--- src/rtl/ioctl_stream_buffer_if.sv ---
`default_nettype none
// ============================================================================
// Module   : ioctl_stream_buffer_if
// Function : HPS ioctl download stream and paced loader byte stream
// Revision : 1.0 - initial release
// ============================================================================
interface ioctl_stream_buffer_if;
  logic       ioctl_download;
  logic       ioctl_wr;
  logic [7:0] ioctl_dout;
  logic [7:0] ioctl_index;
  logic       ioctl_wait;
  logic       out_ready;
  logic       out_strobe;
  logic [7:0] out_data;
  logic [7:0] out_index;

  modport master (
    output ioctl_download, ioctl_wr, ioctl_dout, ioctl_index, out_ready,
    input  ioctl_wait, out_strobe, out_data, out_index
  );

  modport slave (
    input  ioctl_download, ioctl_wr, ioctl_dout, ioctl_index, out_ready,
    output ioctl_wait, out_strobe, out_data, out_index
  );
endinterface
`default_nettype wire

--- src/rtl/ioctl_stream_buffer.sv ---
`default_nettype none
// ============================================================================
// Module   : ioctl_stream_buffer
// Function : FIFO between HPS ioctl stream and loader with paced strobes,
//            post-download reset stretch; IOCTL_STREAM_CHECKSUM_EN adds checksum
// Revision : 1.0 - initial release
// ============================================================================
module ioctl_stream_buffer #(
  parameter int DEPTH    = 16,
  parameter int AW       = 4,
  parameter int PACE     = 4,
  parameter int RST_HOLD = 255
) (
  input  wire logic             CLK_50M,
  input  wire logic             reset,
  ioctl_stream_buffer_if.slave  bus,
  output logic                  download_reset,
  output logic [21:0]           byte_count,
  output logic                  overflow
`ifdef IOCTL_STREAM_CHECKSUM_EN
  ,
  output logic [15:0]           checksum,
  output logic                  checksum_valid
`endif
);

  localparam int c_PACE_W = (PACE > 1) ? $clog2(PACE) : 1;
  localparam int c_HOLD_W = $clog2(RST_HOLD + 1);
  localparam logic [c_PACE_W-1:0] c_PACE_RELOAD = c_PACE_W'(PACE - 1);
  localparam logic [c_HOLD_W-1:0] c_HOLD_LOAD   = c_HOLD_W'(RST_HOLD);
  localparam logic [c_HOLD_W-1:0] c_HOLD_LAST   = c_HOLD_W'(1);
  localparam logic [AW:0]         c_DEPTH       = (AW + 1)'(DEPTH);
  localparam logic [AW:0]         c_WAIT_LVL    = (AW + 1)'(DEPTH - 2);

  typedef enum logic [1:0] {
    S_IDLE  = 2'd0,
    S_LOAD  = 2'd1,
    S_DRAIN = 2'd2,
    S_HOLD  = 2'd3
  } state_t;

  state_t                r_state;
  logic [7:0]            r_mem [DEPTH];
  logic [AW-1:0]         r_wr_ptr;
  logic [AW-1:0]         r_rd_ptr;
  logic [AW:0]           r_count;
  logic [c_PACE_W-1:0]   r_pace;
  logic [c_HOLD_W-1:0]   r_hold;
  logic                  r_download_d;
  logic                  r_wait;
  logic                  r_out_strobe;
  logic [7:0]            r_out_data;
  logic [7:0]            r_out_index;
  logic [21:0]           r_byte_count;
  logic                  r_overflow;
`ifdef IOCTL_STREAM_CHECKSUM_EN
  logic [15:0]           r_checksum;
  logic                  r_checksum_valid;
`endif

  logic                  w_active;
  logic                  w_full;
  logic                  w_empty;
  logic                  w_fall;
  logic                  w_push;
  logic                  w_drop;
  logic                  w_pop;
  logic [AW:0]           w_count_next;

  // Full/empty come from the pre-cycle occupancy, so a push into a full
  // FIFO is dropped even when a pop happens in the same cycle.
  always_comb begin
    w_active     = (r_state == S_LOAD) || (r_state == S_DRAIN);
    w_full       = (r_count == c_DEPTH);
    w_empty      = (r_count == '0);
    w_fall       = r_download_d && !bus.ioctl_download;
    w_push       = (r_state == S_LOAD) && bus.ioctl_wr && !w_full;
    w_drop       = (r_state == S_LOAD) && bus.ioctl_wr && w_full;
    w_pop        = w_active && !w_empty && bus.out_ready && (r_pace == '0);
    w_count_next = r_count + {{AW{1'b0}}, w_push} - {{AW{1'b0}}, w_pop};
  end

  always_ff @(posedge CLK_50M) begin
    if (w_push) begin
      r_mem[r_wr_ptr] <= bus.ioctl_dout;
    end
  end

  always_ff @(posedge CLK_50M) begin
    if (reset) begin
      r_state          <= S_IDLE;
      r_wr_ptr         <= '0;
      r_rd_ptr         <= '0;
      r_count          <= '0;
      r_pace           <= '0;
      r_hold           <= '0;
      r_download_d     <= 1'b0;
      r_wait           <= 1'b0;
      r_out_strobe     <= 1'b0;
      r_out_data       <= '0;
      r_out_index      <= '0;
      r_byte_count     <= '0;
      r_overflow       <= 1'b0;
`ifdef IOCTL_STREAM_CHECKSUM_EN
      r_checksum       <= '0;
      r_checksum_valid <= 1'b0;
`endif
    end else begin
      r_download_d <= bus.ioctl_download;
      r_out_strobe <= w_pop;
      r_count      <= w_count_next;
      // IDLE and HOLD always have an empty FIFO, so only the active states can raise wait.
      r_wait       <= w_active && (w_count_next >= c_WAIT_LVL);

      if (w_pop) begin
        r_out_data <= r_mem[r_rd_ptr];
        r_rd_ptr   <= r_rd_ptr + 1'b1;
        r_pace     <= c_PACE_RELOAD;
      end else if (r_pace != '0) begin
        r_pace <= r_pace - 1'b1;
      end

      if (w_push) begin
        r_wr_ptr <= r_wr_ptr + 1'b1;
        if (r_byte_count != '1) begin
          r_byte_count <= r_byte_count + 1'b1;
        end
      end

      if (w_drop) begin
        r_overflow <= 1'b1;
      end

`ifdef IOCTL_STREAM_CHECKSUM_EN
      if (r_out_strobe) begin
        r_checksum <= r_checksum + {8'h00, r_out_data};
      end
`endif

      case (r_state)
        S_LOAD: begin
          if (w_fall) begin
            r_state <= S_DRAIN;
          end
        end
        S_DRAIN: begin
          if (w_empty && !r_out_strobe) begin
            r_hold  <= c_HOLD_LOAD;
            r_state <= S_HOLD;
`ifdef IOCTL_STREAM_CHECKSUM_EN
            r_checksum_valid <= 1'b1;
`endif
          end
        end
        default: begin
          // IDLE and HOLD share the download-start restart.
          if (bus.ioctl_download) begin
            r_state      <= S_LOAD;
            r_wr_ptr     <= '0;
            r_rd_ptr     <= '0;
            r_count      <= '0;
            r_byte_count <= '0;
            r_overflow   <= 1'b0;
            r_out_index  <= bus.ioctl_index;
`ifdef IOCTL_STREAM_CHECKSUM_EN
            r_checksum       <= '0;
            r_checksum_valid <= 1'b0;
`endif
          end else if (r_state == S_HOLD) begin
            if (r_hold <= c_HOLD_LAST) begin
              r_state <= S_IDLE;
            end else begin
              r_hold <= r_hold - 1'b1;
            end
          end
        end
      endcase
    end
  end

  assign bus.ioctl_wait = r_wait;
  assign bus.out_strobe = r_out_strobe;
  assign bus.out_data   = r_out_data;
  assign bus.out_index  = r_out_index;
  assign download_reset = (r_state != S_IDLE);
  assign byte_count     = r_byte_count;
  assign overflow       = r_overflow;
`ifdef IOCTL_STREAM_CHECKSUM_EN
  assign checksum       = r_checksum;
  assign checksum_valid = r_checksum_valid;
`endif

endmodule
`default_nettype wire

--- src/flat_wrapper.sv ---
// flat-port wrapper written by rule: the top's interface ports become plain ports
module ioctl_stream_buffer_flat 
#(
  parameter int DEPTH    = 16,
  parameter int AW       = 4,
  parameter int PACE     = 4,
  parameter int RST_HOLD = 255
)
  (CLK_50M, reset, download_reset, byte_count, overflow, bus_ioctl_download, bus_ioctl_wr, bus_ioctl_dout, bus_ioctl_index, bus_out_ready, bus_ioctl_wait, bus_out_strobe, bus_out_data, bus_out_index);
  ioctl_stream_buffer_if bus_i ();
  input  wire logic CLK_50M;
  input  wire logic reset;
  output logic download_reset;
  output logic [21:0] byte_count;
  output logic overflow;
  input wire logic [$bits(bus_i.ioctl_download)-1:0] bus_ioctl_download;
  input wire logic [$bits(bus_i.ioctl_wr)-1:0] bus_ioctl_wr;
  input wire logic [$bits(bus_i.ioctl_dout)-1:0] bus_ioctl_dout;
  input wire logic [$bits(bus_i.ioctl_index)-1:0] bus_ioctl_index;
  input wire logic [$bits(bus_i.out_ready)-1:0] bus_out_ready;
  output wire logic [$bits(bus_i.ioctl_wait)-1:0] bus_ioctl_wait;
  output wire logic [$bits(bus_i.out_strobe)-1:0] bus_out_strobe;
  output wire logic [$bits(bus_i.out_data)-1:0] bus_out_data;
  output wire logic [$bits(bus_i.out_index)-1:0] bus_out_index;
  assign bus_i.ioctl_download = bus_ioctl_download;
  assign bus_i.ioctl_wr = bus_ioctl_wr;
  assign bus_i.ioctl_dout = bus_ioctl_dout;
  assign bus_i.ioctl_index = bus_ioctl_index;
  assign bus_i.out_ready = bus_out_ready;
  assign bus_ioctl_wait = bus_i.ioctl_wait;
  assign bus_out_strobe = bus_i.out_strobe;
  assign bus_out_data = bus_i.out_data;
  assign bus_out_index = bus_i.out_index;
  ioctl_stream_buffer #(.DEPTH(DEPTH), .AW(AW), .PACE(PACE), .RST_HOLD(RST_HOLD)) u_core (.CLK_50M(CLK_50M), .reset(reset), .bus(bus_i), .download_reset(download_reset), .byte_count(byte_count), .overflow(overflow));
endmodule
--- config.mk ---
export PLATFORM = sky130hd
export DESIGN_NAME = ioctl_stream_buffer_flat
export DESIGN_NICKNAME = d
export VERILOG_FILES = /design/src/rtl/ioctl_stream_buffer_if.sv /design/src/rtl/ioctl_stream_buffer.sv /design/src/flat_wrapper.sv
export SDC_FILE = /design/constraint.sdc
export NUM_CORES = 1
export LEC_CHECK = 0
export BUFFER_PORTS_ARGS = -buffer_cell sky130_fd_sc_hd__buf_2
export CAP_MARGIN = 20
export CELL_PAD_IN_SITES_DETAIL_PLACEMENT = 1
export CELL_PAD_IN_SITES_GLOBAL_PLACEMENT = 1
export CORE_UTILIZATION = 40
export CTS_CLUSTER_SIZE = 14
export DETAILED_ROUTE_END_ITERATION = 8
export MAX_ROUTING_LAYER = met4
export PLACE_DENSITY = 0.74
export SYNTH_ARGS = -nofsm -noshare
export SYNTH_HDL_FRONTEND = slang
export SYNTH_SLANG_ARGS = --single-unit
--- constraint.sdc ---
create_clock -name CLK_50M -period 2.7 [get_ports CLK_50M]
set_input_delay 0.54 -clock CLK_50M [delete_from_list [all_inputs] [get_ports CLK_50M]]
set_output_delay 0.54 -clock CLK_50M [all_outputs]
set_load 0.02 [all_outputs]
* Word-level counts from Yosys, hierarchy flattened *
Memory sizes are Yosys's and may differ from the RTL's. A register that Yosys moved wholly into a read port is not among the register bits.
Cells that the tools add are included.

storage, ports and cells
  bits of input ports = 21
  memories kept = 1
  bits in registers = 59
  memory bits (writable) = 128

memory list
  name          depth  bits a word  rd ports  clocked after memory_dff  wr ports  line                       RTL
  u_core.r_mem  16     8            1         1                         1         ioctl_stream_buffer.sv:43  logic [7:0] r_mem [DEPTH];

operators by class
  add/subtract/negate cells = 7
  equal/unequal tests = 9
  bitwise logic cells = 2
  mux-type cells = 30
  reduce and logical (&&, ||, !) cells = 26
  magnitude comparators = 2

operator list
  kind                     count
  $mux W22                 4
  $mux W8                  4
  $mux W4                  6
  $add A22 B1 Y22 const B  1
  $ne A22 B22 Y1 const B   1
  $pmux W8 S2              1
  $mux W2                  7
  $mux W5                  2
  $logic_and A1 B1 Y1      9
  $add A4 B1 Y4 const B    2
  $le A8 B1 Y1 const B     1
  $reduce_bool A2 Y1       4
  $reduce_bool A4 Y1       2
  $sub A8 B1 Y8 const B    1
  $ne A2 B1 Y1 const B     3
  $add A5 B1 Y5            1
  $eq A5 B5 Y1 const B     1
  $ge A5 B4 Y1 const B     1
  $logic_not A5 Y1         1
  $mux W1                  5
  $reduce_and A5 Y1        1
  $sub A5 B1 Y5            1
  $eq A2 B2 Y1 const B     2
  $logic_not A1 Y1         4
  10 further kinds         11

* Longest topological paths before layout *
Gate-level depths: netlist of run 1.

  depth in word-level cells = 8
  gate-level depth with buffers = 15

* Least setup slack after synthesis of run 1 *
No wires, ideal clock.

  path kind = register to register
  from = register u_core.r_count[3]
  to = register u_core.r_wait, in the netlist u_core.bus.ioctl_wait
  path buffers = 0
  data required time = 2.630 ns
  cell stages (with the launch flop) = 14
  path slack = -0.180 ns
  period minus slack after synthesis = 2.880 ns
  arrival time = 2.810 ns
  path through = dfxtp_1 -> inv_1 -> ha_1 -> or4b_2 -> nand4_1 -> inv_1 -> ha_1 -> inv_1 -> ha_1 -> inv_1 -> fa_1 -> xor2_1 -> or3_1 -> a21oi_1

on the way
  cells in the longest elaborated chain, start to end = 8
  elaborated cells between the ends (all ways) = 12

RTL lines
  what                              line                        RTL
  start, declared                   ioctl_stream_buffer.sv:46   logic [AW:0] r_count;
  start signal, assigned            ioctl_stream_buffer.sv:111  r_count <= w_count_next;
  $logic_not A5 Y1                  ioctl_stream_buffer.sv:75   w_empty = (r_count == '0);
  $logic_not A1 Y1                  ioctl_stream_buffer.sv:79   w_pop = w_active && !w_empty && bus.out_ready && (r_pace == '0);
  $logic_and A1 B1 Y1 (3 in a row)  ioctl_stream_buffer.sv:79
  via u_core.w_pop                  ioctl_stream_buffer.sv:67   logic w_pop;
  $sub A5 B1 Y5                     ioctl_stream_buffer.sv:80   w_count_next = r_count + {{AW{1'b0}}, w_push} - {{AW{1'b0}}, w_pop};
  $ge A5 B4 Y1                      ioctl_stream_buffer.sv:113  r_wait <= w_active && (w_count_next >= c_WAIT_LVL);
  $logic_and A1 B1 Y1               ioctl_stream_buffer.sv:113
  end signal, assigned              ioctl_stream_buffer.sv:113
  end, declared                     ioctl_stream_buffer.sv:50   logic r_wait;

The timed path passes the listed nets, and every way through them passes these cells.
A chain may end at the register's enable or synchronous reset.

* Worst setup path after layout of run 1 *
  from = register u_core.r_count[2]
  to = register u_core.r_wait, in the netlist u_core.bus.ioctl_wait

Same word-level chain as after synthesis.

==> flow_summary.json, run 1 <==
{
  "portBuffers": 62,
  "switching_share_pct": 29.9,
  "power.share.clock_pct": 32.6,
  "switchingPower_mw": 2.23,
  "yosys.area_share.simple_pct": 11.5,
  "die_area_mm2": 0.0209,
  "place_ws_ns": -0.162,
  "synth_ff_type": "edfxtp_1",
  "cts_hold_buf": 0,
  "io_pins": 63,
  "path_buf_inv": 4,
  "first_pass_iters": 4,
  "vdd_drop_max_uv": 450,
  "worst_pin_slew_ns": 0.682,
  "seqPwrFrac_pct": 46.4,
  "yosys_warnings": 0,
  "cts_buffers": 17,
  "cts_tree": "yes",
  "grt_pass1_vias": 5307,
  "nets": 713,
  "drc": 0,
  "grt.total_usage_pct": 20.3,
  "synth_top_area_share_pct": 47.4,
  "synth_fa_ha_area_share_pct": 3.18,
  "slew_headroom_pct": 54.4,
  "synth.mux.area_fraction_pct": 9.26,
  "power.static_leakage_nw": 3.27,
  "hpwl_um": 13100,
  "postRouteWirelength_um": 19700,
  "fin_setup_tns_ns": -0.0854,
  "cts_htree_levels": 4,
  "drtIter0Drc": 447,
  "synthXorXnorAreaFrac_pct": 1.62,
  "reg2regPathDepth": 14,
  "powerDensity_mw_per_mm2": 784,
  "whs_path_depth": 2,
  "finClkSkew_ns": 0.0126,
  "crit_arrival_ns": 3.14,
  "pwr-share-comb_pct": 21.0,
  "die_w_um": 144,
  "slowest_delay_ns": 0.45,
  "area_growth_pct": 16.8,
  "synthesis.nets": 635,
  "cp_slowest_cell": "or4b_4",
  "synthArstFlopShare_pct": 0,
  "wire_per_inst_um": 20.8,
  "syn_area_mm2": 0.00812,
  "hold_viol_final": 0,
  "outcome": "finished, violations left",
  "drv_slew": 0,
  "yosysTopAreaCell": "edfxtp_1",
  "core-area_mm2": 0.0197,
  "setup_viol": 2,
  "synth_cell_types": 52,
  "maxCapViolations": 0,
  "period_share_pct": 103,
  "synth_edf_count": 128,
  "finalPower_mw": 7.43,
  "regArea_mm2": 0.00519,
  "crit_family": "simple AND/OR/NAND/NOR gates",
  "synth_compound_area_share_pct": 7.91,
  "rsz0062_at_grt": "yes",
  "path_cells": "inv_2, ha_4, or4b_4, nand4_1, inv_2, ha_4, inv_2, ha_4, buf_6, a21o_1, a21oi_2, xnor2_2, or3_1, a21oi_1",
  "syn_area_per_cell_um2": 13.7,
  "clk_latency_ns": 0.43,
  "grt_pass1_wl_um": 30000,
  "multiInputGateArea_mm2": 0.00278,
  "hp-class": "in2reg",
  "cp_data_required_time_ns": 3.06,
  "vias": 5200,
  "avgViaCountPerCell": 5.47,
  "cts-root-buf": "clkbuf_16",
  "clock_path_buffers": 2,
  "ff2ff_setup_slack_ns": -0.07,
  "start_kind": "register",
  "p_int_mw": 5.20,
  "start_util_pct": 41.3,
  "die_height_um": 144,
  "cts.sinks": 195,
  "antenna_found_initial": 0,
  "num-fill-cells": 2050,
  "setup.worst_path.end_class": "register",
  "gp_congestion": 0.859,
  "timing.final.ws_setup_ns": -0.0748,
  "fin_util_pct": 48.2,
  "diodes": 0,
  "ant_nets": 0,
  "crit_cells": 14,
  "seq_area_frac_synth_pct": 63.9,
  "violations": "negative setup slack",
  "rows": 51,
  "period_needed_ns": 2.77,
  "critPathKind": "reg2reg",
  "cp_max_fo": 2,
  "syn_inst": 594,
  "clkTransAtPathRegs_ns": 0.07,
  "synth_seq_cells": 195,
  "yosys-top-cells-area": "edfxtp_1 (47%), dfxtp_1 (17%), mux4_2 (8.9%)",
  "synth_top_family_by_area": "simple AND/OR/NAND/NOR gates",
  "grt_overflow_total": 0,
  "layout-drive-gt1-share_pct": 26.6,
  "grt_max_degree": 36,
  "timing.fmax_ghz": 0.360
}
==> state kept, by name, indices dropped and copies added, names as in the netlist, 4 cells and up <==
name,count
u_core.r_wr_ptr,4
u_core.byte_count,22
u_core.r_hold,8
u_core.r_rd_ptr,4
u_core.r_mem,128
u_core.bus.out_data,8
u_core.bus.out_index,8
u_core.r_count,5
==> Yosys cell counts, types with 3 or more instances <==
cell / number
and3_1: 3
a22oi_1: 16
or2_2: 5
a21o_1: 3
xnor2_1: 9
or4_1: 7
dfxtp_1: 67
edfxtp_1: 128
and2_1: 16
clkbuf_1: 18
xor2_1: 6
a21oi_1: 50
inv_1: 24
nor3b_1: 4
mux4_2: 32
a311oi_1: 5
nor3_1: 8
a211oi_1: 4
nand4_1: 6
buf_2: 7
nor2_1: 40
o21ai_0: 6
nor2b_1: 4
and4_1: 7
buf_1: 4
nand2_1: 35
or3_1: 9
nand2b_1: 3
ha_1: 19
nand3_1: 14
o31ai_1: 7
==> path summary, 6_finish.rpt <==
path                      startpoint                      end
max                u_core.r_count[2]    u_core.bus.ioctl_wait
min                            reset  u_core.bus.out_index[3]
max reg2reg        u_core.r_count[2]    u_core.bus.ioctl_wait
min reg2reg  u_core.bus.out_index[3]  u_core.bus.out_index[3]
==> kinds of logic after synthesis <==
| logic type | count (synthesis) |
|---|---|
| buf+inv | 54 |
| compound gates | 102 |
| fa+ha+maj | 20 |
| simple gates | 173 |
| xor+xnor | 15 |
| mux | 35 |
| flops | 195 |
==> what timing repair did <==
item | in CTS | in global routing
setup endpoints to repair | 3 | 10
gates resized for setup | 15 | 2
buffers inserted | 4 | 1
pin swaps | 7 | 3
==> metal layers <==
metal	part of all wire, %	wire length [um]	vias up	track usage, %
met5	0	0	-	-
met4	1.4	272	0	6.70
met3	3.0	583	21	2.75
met2	52	10200	82	33.5
met1	44	8640	2687	25.9
li1	-	-	2410	-
==> worst reg2reg max path: stages (launching register included) <==
cell and delay [ns]:
dfxtp_2 0.34, inv_2 0.08, ha_4 0.13, or4b_4 0.45, nand4_1 0.14, inv_2 0.08
ha_4 0.28, inv_2 0.04, ha_4 0.16, buf_6 0.11, a21o_1 0.16, a21oi_2 0.17
xnor2_2 0.08, or3_1 0.36, a21oi_1 0.12
==> placed cells by master, fill, tap and decap left out, drive strengths merged, types with 8 or more instances in the layout <==
master  synthesis  layout
edfxtp        128     128
buf            11      89
dfxtp          67      67
a21oi          50      50
nor2           40      40
nand2          35      35
inv            24      34
mux4           32      32
ha             19      19
clkbuf         19      17
a22oi          16      16
and2           16      16
nand3          14      14
or3             9       9
xnor2           9       9
nor3            8       8
==> area by class of cell <==
class / instances / area share [%]
Sequential cell: 195 / 54.7
Multi-Input combinational cell: 345 / 29.3
Timing Repair Buffer: 89 / 5.58
Clock buffer: 17 / 4.49
Tap cell: 265 / 3.50
Clock inverter: 15 / 1.41
Inverter: 24 / 0.950
==> power groups by stage <==
stage                     Combinational, mW  Sequential, mW  Clock (mW)
after floorplan                       0.917            3.52           0
after global placement                 1.33            3.49           0
after detailed placement               1.44            3.51           0
after CTS                              1.54            3.44        2.47
after global routing                   1.71            3.46        2.57
final                                  1.56            3.44        2.42
==> metrics by stage <==
step / hold WS, ns / cells / area [um^2]
final: 0.319 / 950 / 9480
after global routing: 0.317 / 950 / 9480
after CTS: 0.301 / 949 / 9460
after detailed placement: 0.458 / 913 / 8820
after global placement: 0.440 / 913 / 8820
after floorplan: 0.464 / 594 / 8120
Note: power is estimated with default switching activity, not from simulation.
==> inputs of run 2 (changes only) <==
--- a/config.mk
+++ b/config.mk
@@ -13,7 +13,7 @@
 export CTS_CLUSTER_SIZE = 14
 export DETAILED_ROUTE_END_ITERATION = 8
 export MAX_ROUTING_LAYER = met4
-export PLACE_DENSITY = 0.74
+export PLACE_DENSITY = 0.71
 export SYNTH_ARGS = -nofsm -noshare
 export SYNTH_HDL_FRONTEND = slang
 export SYNTH_SLANG_ARGS = --single-unit
==> constraint.sdc (replaced) <==
create_clock -name CLK_50M -period 3 [get_ports CLK_50M]
set_input_delay 0.6 -clock CLK_50M [delete_from_list [all_inputs] [get_ports CLK_50M]]
set_output_delay 0.6 -clock CLK_50M [all_outputs]
set_load 0.02 [all_outputs]
==> run 2 against run 1 <==
Net effect:
- the flow now finishes without violations
- highest routed layer unchanged
- sequential share of layout area increased by 0.13 points
- design area is 0.28% lower
- fmax decreased by 5.4%
- sequential cell count stayed put
- wire length decreased by 2.2%
- count of clock-buffer cells in the layout did not move
- utilization decreased by 0.13 points
- first-iteration DRC count is 16% lower
- total power fell by 10%
- sequential power down 9.9%
- die area stayed put
==> flow_summary.json, run 2 (same netlist as run 1, synthesis figures left out) <==
{
  "num-fill-cells": 2064,
  "die_area_mm2": 0.0209,
  "crit_family": "simple AND/OR/NAND/NOR gates",
  "cts_buffers": 17,
  "place_ws_ns": -0.0481,
  "path_buf_inv": 3,
  "startpoint": "u_core.r_count[3]",
  "rr_endpoint": "u_core.bus.ioctl_wait",
  "setup_viol": 0,
  "vias": 5154,
  "hold_ws_ns": 0.406,
  "gp_congestion": 0.801,
  "wire_per_inst_um": 20.4,
  "hp-class": "in2reg",
  "layout-drive-gt1-share_pct": 24.8,
  "cp_slowest_cell": "or4b_4",
  "period_share_pct": 97.7,
  "rows": 51,
  "maxCapViolations": 0,
  "area_growth_pct": 16.4,
  "start_kind": "register",
  "antenna_found_initial": 0,
  "clkTransAtPathRegs_ns": 0.08,
  "timing.final.ws_setup_ns": 0.0678,
  "top_register": "u_core.r_mem",
  "whs_path_depth": 3,
  "first_pass_iters": 4,
  "power.share.clock_pct": 34.1,
  "regArea_mm2": 0.00519,
  "hold_viol_final": 0,
  "postRouteWirelength_um": 19300,
  "drtIter0Drc": 375,
  "seqPwrFrac_pct": 46.5,
  "diodes": 0,
  "timing.rr.start": "u_core.r_count[3]",
  "finClkSkew_ns": 0.0127,
  "critPathKind": "reg2reg",
  "core-area_mm2": 0.0197,
  "drc": 0,
  "slowest_delay_ns": 0.47,
  "largest_reg_flops": 128,
  "path_cells": "inv_1, ha_2, or4b_4, nand4_1, inv_2, ha_1, inv_1, ha_1, a21o_1, a21oi_2, xnor2_1, or3_4, a21oi_2",
  "stdcell_area_mm2": 0.00945,
  "grt_pass1_vias": 5391,
  "grt.total_usage_pct": 20.3,
  "switching_share_pct": 30.2,
  "period_needed_ns": 2.93,
  "grt_overflow_total": 0,
  "setup.worst_path.end_class": "register",
  "final_common_cell": "edfxtp_1",
  "cts_htree_levels": 4,
  "die_height_um": 144,
  "worst_pin_slew_ns": 0.772,
  "cp_data_required_time_ns": 3.37,
  "grt_max_degree": 36,
  "avgViaCountPerCell": 5.45,
  "cts-root-buf": "clkbuf_16",
  "start_util_pct": 41.3,
  "portBuffers": 62,
  "fin_util_pct": 48.1,
  "switchingPower_mw": 2.01,
  "power.static_leakage_nw": 3.25,
  "p_int_mw": 4.66,
  "ant_nets": 0,
  "crit_arrival_ns": 3.30,
  "cts.sinks": 195,
  "powerDensity_mw_per_mm2": 705,
  "die_w_um": 144,
  "cp_max_fo": 2,
  "pwr-share-comb_pct": 19.4,
  "clock_path_buffers": 2,
  "io_pins": 63,
  "slew_headroom_pct": 48.5,
  "layout_common_cells": "edfxtp_1 (128), dfxtp_1 (66), buf_2 (62)",
  "reg2regPathDepth": 13,
  "min-delay-start": "bus_ioctl_index[3]",
  "clk_latency_ns": 0.43,
  "finalPower_mw": 6.67,
  "cts_tree": "yes",
  "grt_pass1_wl_um": 30300,
  "ff2ff_setup_slack_ns": 0.07,
  "timing.fmax_ghz": 0.341,
  "hold_end": "u_core.bus.out_index[3]",
  "vdd_drop_max_uv": 476,
  "drv_slew": 0,
  "nets": 709,
  "multiInputGateArea_mm2": 0.00274,
  "place_area_mm2": 0.00875,
  "outcome": "completed",
  "hpwl_um": 12900
}
[run 2: cell types whose count changed in the layout (fill, tap and decap cells not counted), sizes merged]
cell	change
buf	-4
clkinv	+4
inv	-4
[run 2: power by group through the flow]
| stage | clock network (mW) | registers, mW | logic (mW) |
|---|---|---|---|
| finish | 2.28 | 3.10 | 1.29 |
| global route | 2.41 | 3.12 | 1.43 |
| CTS | 2.31 | 3.10 | 1.29 |
| detailed placement | 0 | 3.16 | 1.23 |
| global placement | 0 | 3.14 | 1.15 |
| floorplan | 0 | 3.17 | 0.815 |
[run 2: routing by layer]
layer  routed length [um]  GRT usage (%)  vias up
met5                    0              -        -
met4                  257           5.87        0
met3                  560           3.34       16
met2                10000           33.9       86
met1                 8440           25.5     2655
li1                     -              -     2397
[run 2: worst max-delay path by stage]
stage / endpoint / slack, ns / depth (start not counted)
floorplan: u_core.bus.ioctl_wait / 0.12 / 13
global placement: u_core.bus.ioctl_wait / 0.09 / 13
detailed placement: u_core.bus.ioctl_wait / -0.05 / 13
CTS: u_core.r_rd_ptr[3] / 0.02 / 18
global route: u_core.bus.ioctl_wait / -0.02 / 13
finish: u_core.bus.ioctl_wait / 0.07 / 13
[run 2: cell type report]
class	count	area share [%]
flip-flops and latches	195	54.9
multi-input cells	345	29.0
repair buffers	85	5.24
clock buffers	17	4.50
well taps	265	3.51
clock inverters	15	1.91
inverters	24	0.953
[run 2: timing repair]
item	CTS	global route
setup endpoints to repair	2	9
pin swaps	1	1
gates resized for setup	4	4
buffers inserted	11	0
gates cloned	0	0
hold buffers	0	0
[run 2: worst reg2reg max path, cell delays in order (launching register included)]
cell and delay, ns:
dfxtp_1 0.33, inv_1 0.09, ha_2 0.19, or4b_4 0.47, nand4_1 0.15, inv_2 0.06, ha_1 0.22, inv_1 0.07
ha_1 0.23, a21o_1 0.21, a21oi_2 0.19, xnor2_1 0.12, or3_4 0.39, a21oi_2 0.15
[run 2: metrics by stage]
step / instances / TNS (ns)
finish: 946 / 0
global route: 946 / -0.0212
CTS: 948 / 0
detailed placement: 905 / -0.0672
global placement: 905 / 0
floorplan: 594 / 0
==> inputs of run 3 (changes only) <==
--- a/config.mk
+++ b/config.mk
@@ -14,6 +14,7 @@
 export DETAILED_ROUTE_END_ITERATION = 8
 export MAX_ROUTING_LAYER = met4
 export PLACE_DENSITY = 0.71
+export SKIP_CTS_REPAIR_TIMING = 1
 export SYNTH_ARGS = -nofsm -noshare
 export SYNTH_HDL_FRONTEND = slang
 export SYNTH_SLANG_ARGS = --single-unit
==> constraint.sdc (replaced) <==
create_clock -name CLK_50M -period 3.52 [get_ports CLK_50M]
set_input_delay 0.704 -clock CLK_50M [delete_from_list [all_inputs] [get_ports CLK_50M]]
set_output_delay 0.704 -clock CLK_50M [all_outputs]
set_load 0.02 [all_outputs]
==> run 3 against run 2 <==
Net effect:
- largest cell class unchanged
- wire length is 3.1% lower
- clock skew is 0.00091 ns higher
- highest routed layer unchanged
- fmax is 7.7% lower
- die area stayed put
- first-iteration DRC count is 17% lower
==> flow_summary.json, run 3 (same netlist as run 1, synthesis figures left out) <==
{
  "path_cells": "inv_1, ha_1, or4b_2, nand4_1, inv_1, ha_1, inv_1, ha_1, inv_1, fa_1, xor2_1, or3_1, a21oi_1",
  "path_buf_inv": 4,
  "start_kind": "register",
  "cts.sinks": 195,
  "grt.total_usage_pct": 19.6,
  "power.share.clock_pct": 34.7,
  "pwr-share-comb_pct": 17.9,
  "p_int_mw": 3.91,
  "worst_pin_slew_ns": 0.722,
  "rows": 51,
  "cts_buffers": 17,
  "io_pins": 63,
  "die_height_um": 144,
  "route.met2.wl_um": 9740,
  "seqPwrFrac_pct": 47.4,
  "antenna_found_initial": 0,
  "start_util_pct": 41.3,
  "powerDensity_mw_per_mm2": 598,
  "cts_tree": "yes",
  "setup_viol": 0,
  "area_growth_pct": 14.7,
  "period_needed_ns": 3.18,
  "hpwl_um": 12800,
  "clkTransAtPathRegs_ns": 0.08,
  "switching_share_pct": 29.8,
  "slew_headroom_pct": 51.8,
  "cts-root-buf": "clkbuf_16",
  "cp_max_fo": 4,
  "drv_slew": 0,
  "slowest_delay_ns": 0.65,
  "grt_pass1_wl_um": 28900,
  "reg2regPathDepth": 13,
  "layout-drive-gt1-share_pct": 22.3,
  "switchingPower_mw": 1.66,
  "critPathKind": "reg2reg",
  "diodes": 0,
  "setup.worst_path.end_class": "register",
  "vias": 5055,
  "top_register": "u_core.r_mem",
  "grt_max_degree": 36,
  "period_share_pct": 90.3,
  "finClkSkew_ns": 0.0136,
  "ant_nets": 0,
  "crit_cells": 13,
  "avgViaCountPerCell": 5.42,
  "power.static_leakage_nw": 3.18,
  "drtIter0Drc": 312,
  "gp_congestion": 0.787,
  "fin_util_pct": 47.4,
  "die_area_mm2": 0.0209,
  "wire_per_inst_um": 20.1,
  "cp_slowest_cell": "or4b_2",
  "final_common_cell": "edfxtp_1",
  "hold_viol_final": 0,
  "layout_common_cells": "edfxtp_1 (128), dfxtp_1 (66), buf_2 (62)",
  "hp-class": "reg2reg",
  "timing.fmax_ghz": 0.315,
  "nets": 696,
  "clock_path_buffers": 2,
  "clk_latency_ns": 0.44,
  "portBuffers": 62,
  "die_w_um": 144,
  "crit_path_frequent_cell": "inv_1",
  "ff2ff_setup_slack_ns": 0.34,
  "crit_family": "simple AND/OR/NAND/NOR gates",
  "cts_htree_levels": 4,
  "wl_met1_um": 7750,
  "core-area_mm2": 0.0197,
  "postRouteWirelength_um": 18700,
  "cp_data_required_time_ns": 3.89,
  "vdd_drop_max_uv": 381,
  "drc": 0,
  "top_layer": "met4",
  "rsz0062_at_grt": "no",
  "outcome": "completed",
  "first_pass_iters": 4,
  "crit_arrival_ns": 3.55,
  "met3WireLength_um": 917,
  "whs_path_depth": 2,
  "fin_setup_tns_ns": 0,
  "grt_pass1_vias": 5309,
  "grt_overflow_total": 0,
  "maxCapViolations": 0,
  "largest_reg_flops": 128
}
run 3: cell type report:
type	count	area, um^2
Fill cell	2049	10300
Sequential cell	195	5190
Multi-Input combinational cell	345	2720
Clock buffer	17	425
Timing Repair Buffer	72	385
Tap cell	265	332
Clock inverter	15	174
Inverter	24	90.1
run 3: final timing paths:
path,startpoint,endpoint
setup / recovery,u_core.r_count[2],u_core.bus.ioctl_wait
hold / removal,u_core.bus.out_index[2],u_core.bus.out_index[2]
setup reg to reg,u_core.r_count[2],u_core.bus.ioctl_wait
hold reg to reg,u_core.bus.out_index[2],u_core.bus.out_index[2]
run 3: power groups by stage:
stage	registers [mW]	clock network (mW)	logic, mW
3_3_place_gp	2.68	0	0.942
5_1_grt	2.66	2.05	1.11
6_report	2.64	1.93	0.997
2_1_floorplan	2.70	0	0.695
3_5_place_dp	2.69	0	0.997
4_1_cts	2.64	1.97	1.00
run 3: layer usage:
layer  vias to the layer above  global-route usage (%)
li1                       2371                       -
met1                      2568                    23.9
met2                        96                    32.9
met5                         -                       -
met3                        20                    3.15
met4                         0                    7.31
run 3: worst register-to-register path, stage by stage, from the launching register on:
cell and delay (ns):
dfxtp_1 0.34, inv_1 0.08, ha_1 0.16, or4b_2 0.65, nand4_1 0.16, inv_1 0.11, ha_1 0.29, inv_1 0.07
ha_1 0.15, inv_1 0.06, fa_1 0.40, xor2_1 0.17, or3_1 0.32, a21oi_1 0.16
run 3: stage by stage:
step	power, mW	std cells	hold slack (ns)	cell area, um^2	setup slack, ns
detailed placement	3.69	901	0.450	8710	0.393
global route	5.82	933	0.475	9310	0.120
finish	5.57	933	0.460	9310	0.342
floorplan	3.40	594	0.464	8120	0.640
CTS	5.62	933	0.462	9310	0.300
global placement	3.62	901	0.441	8710	0.510
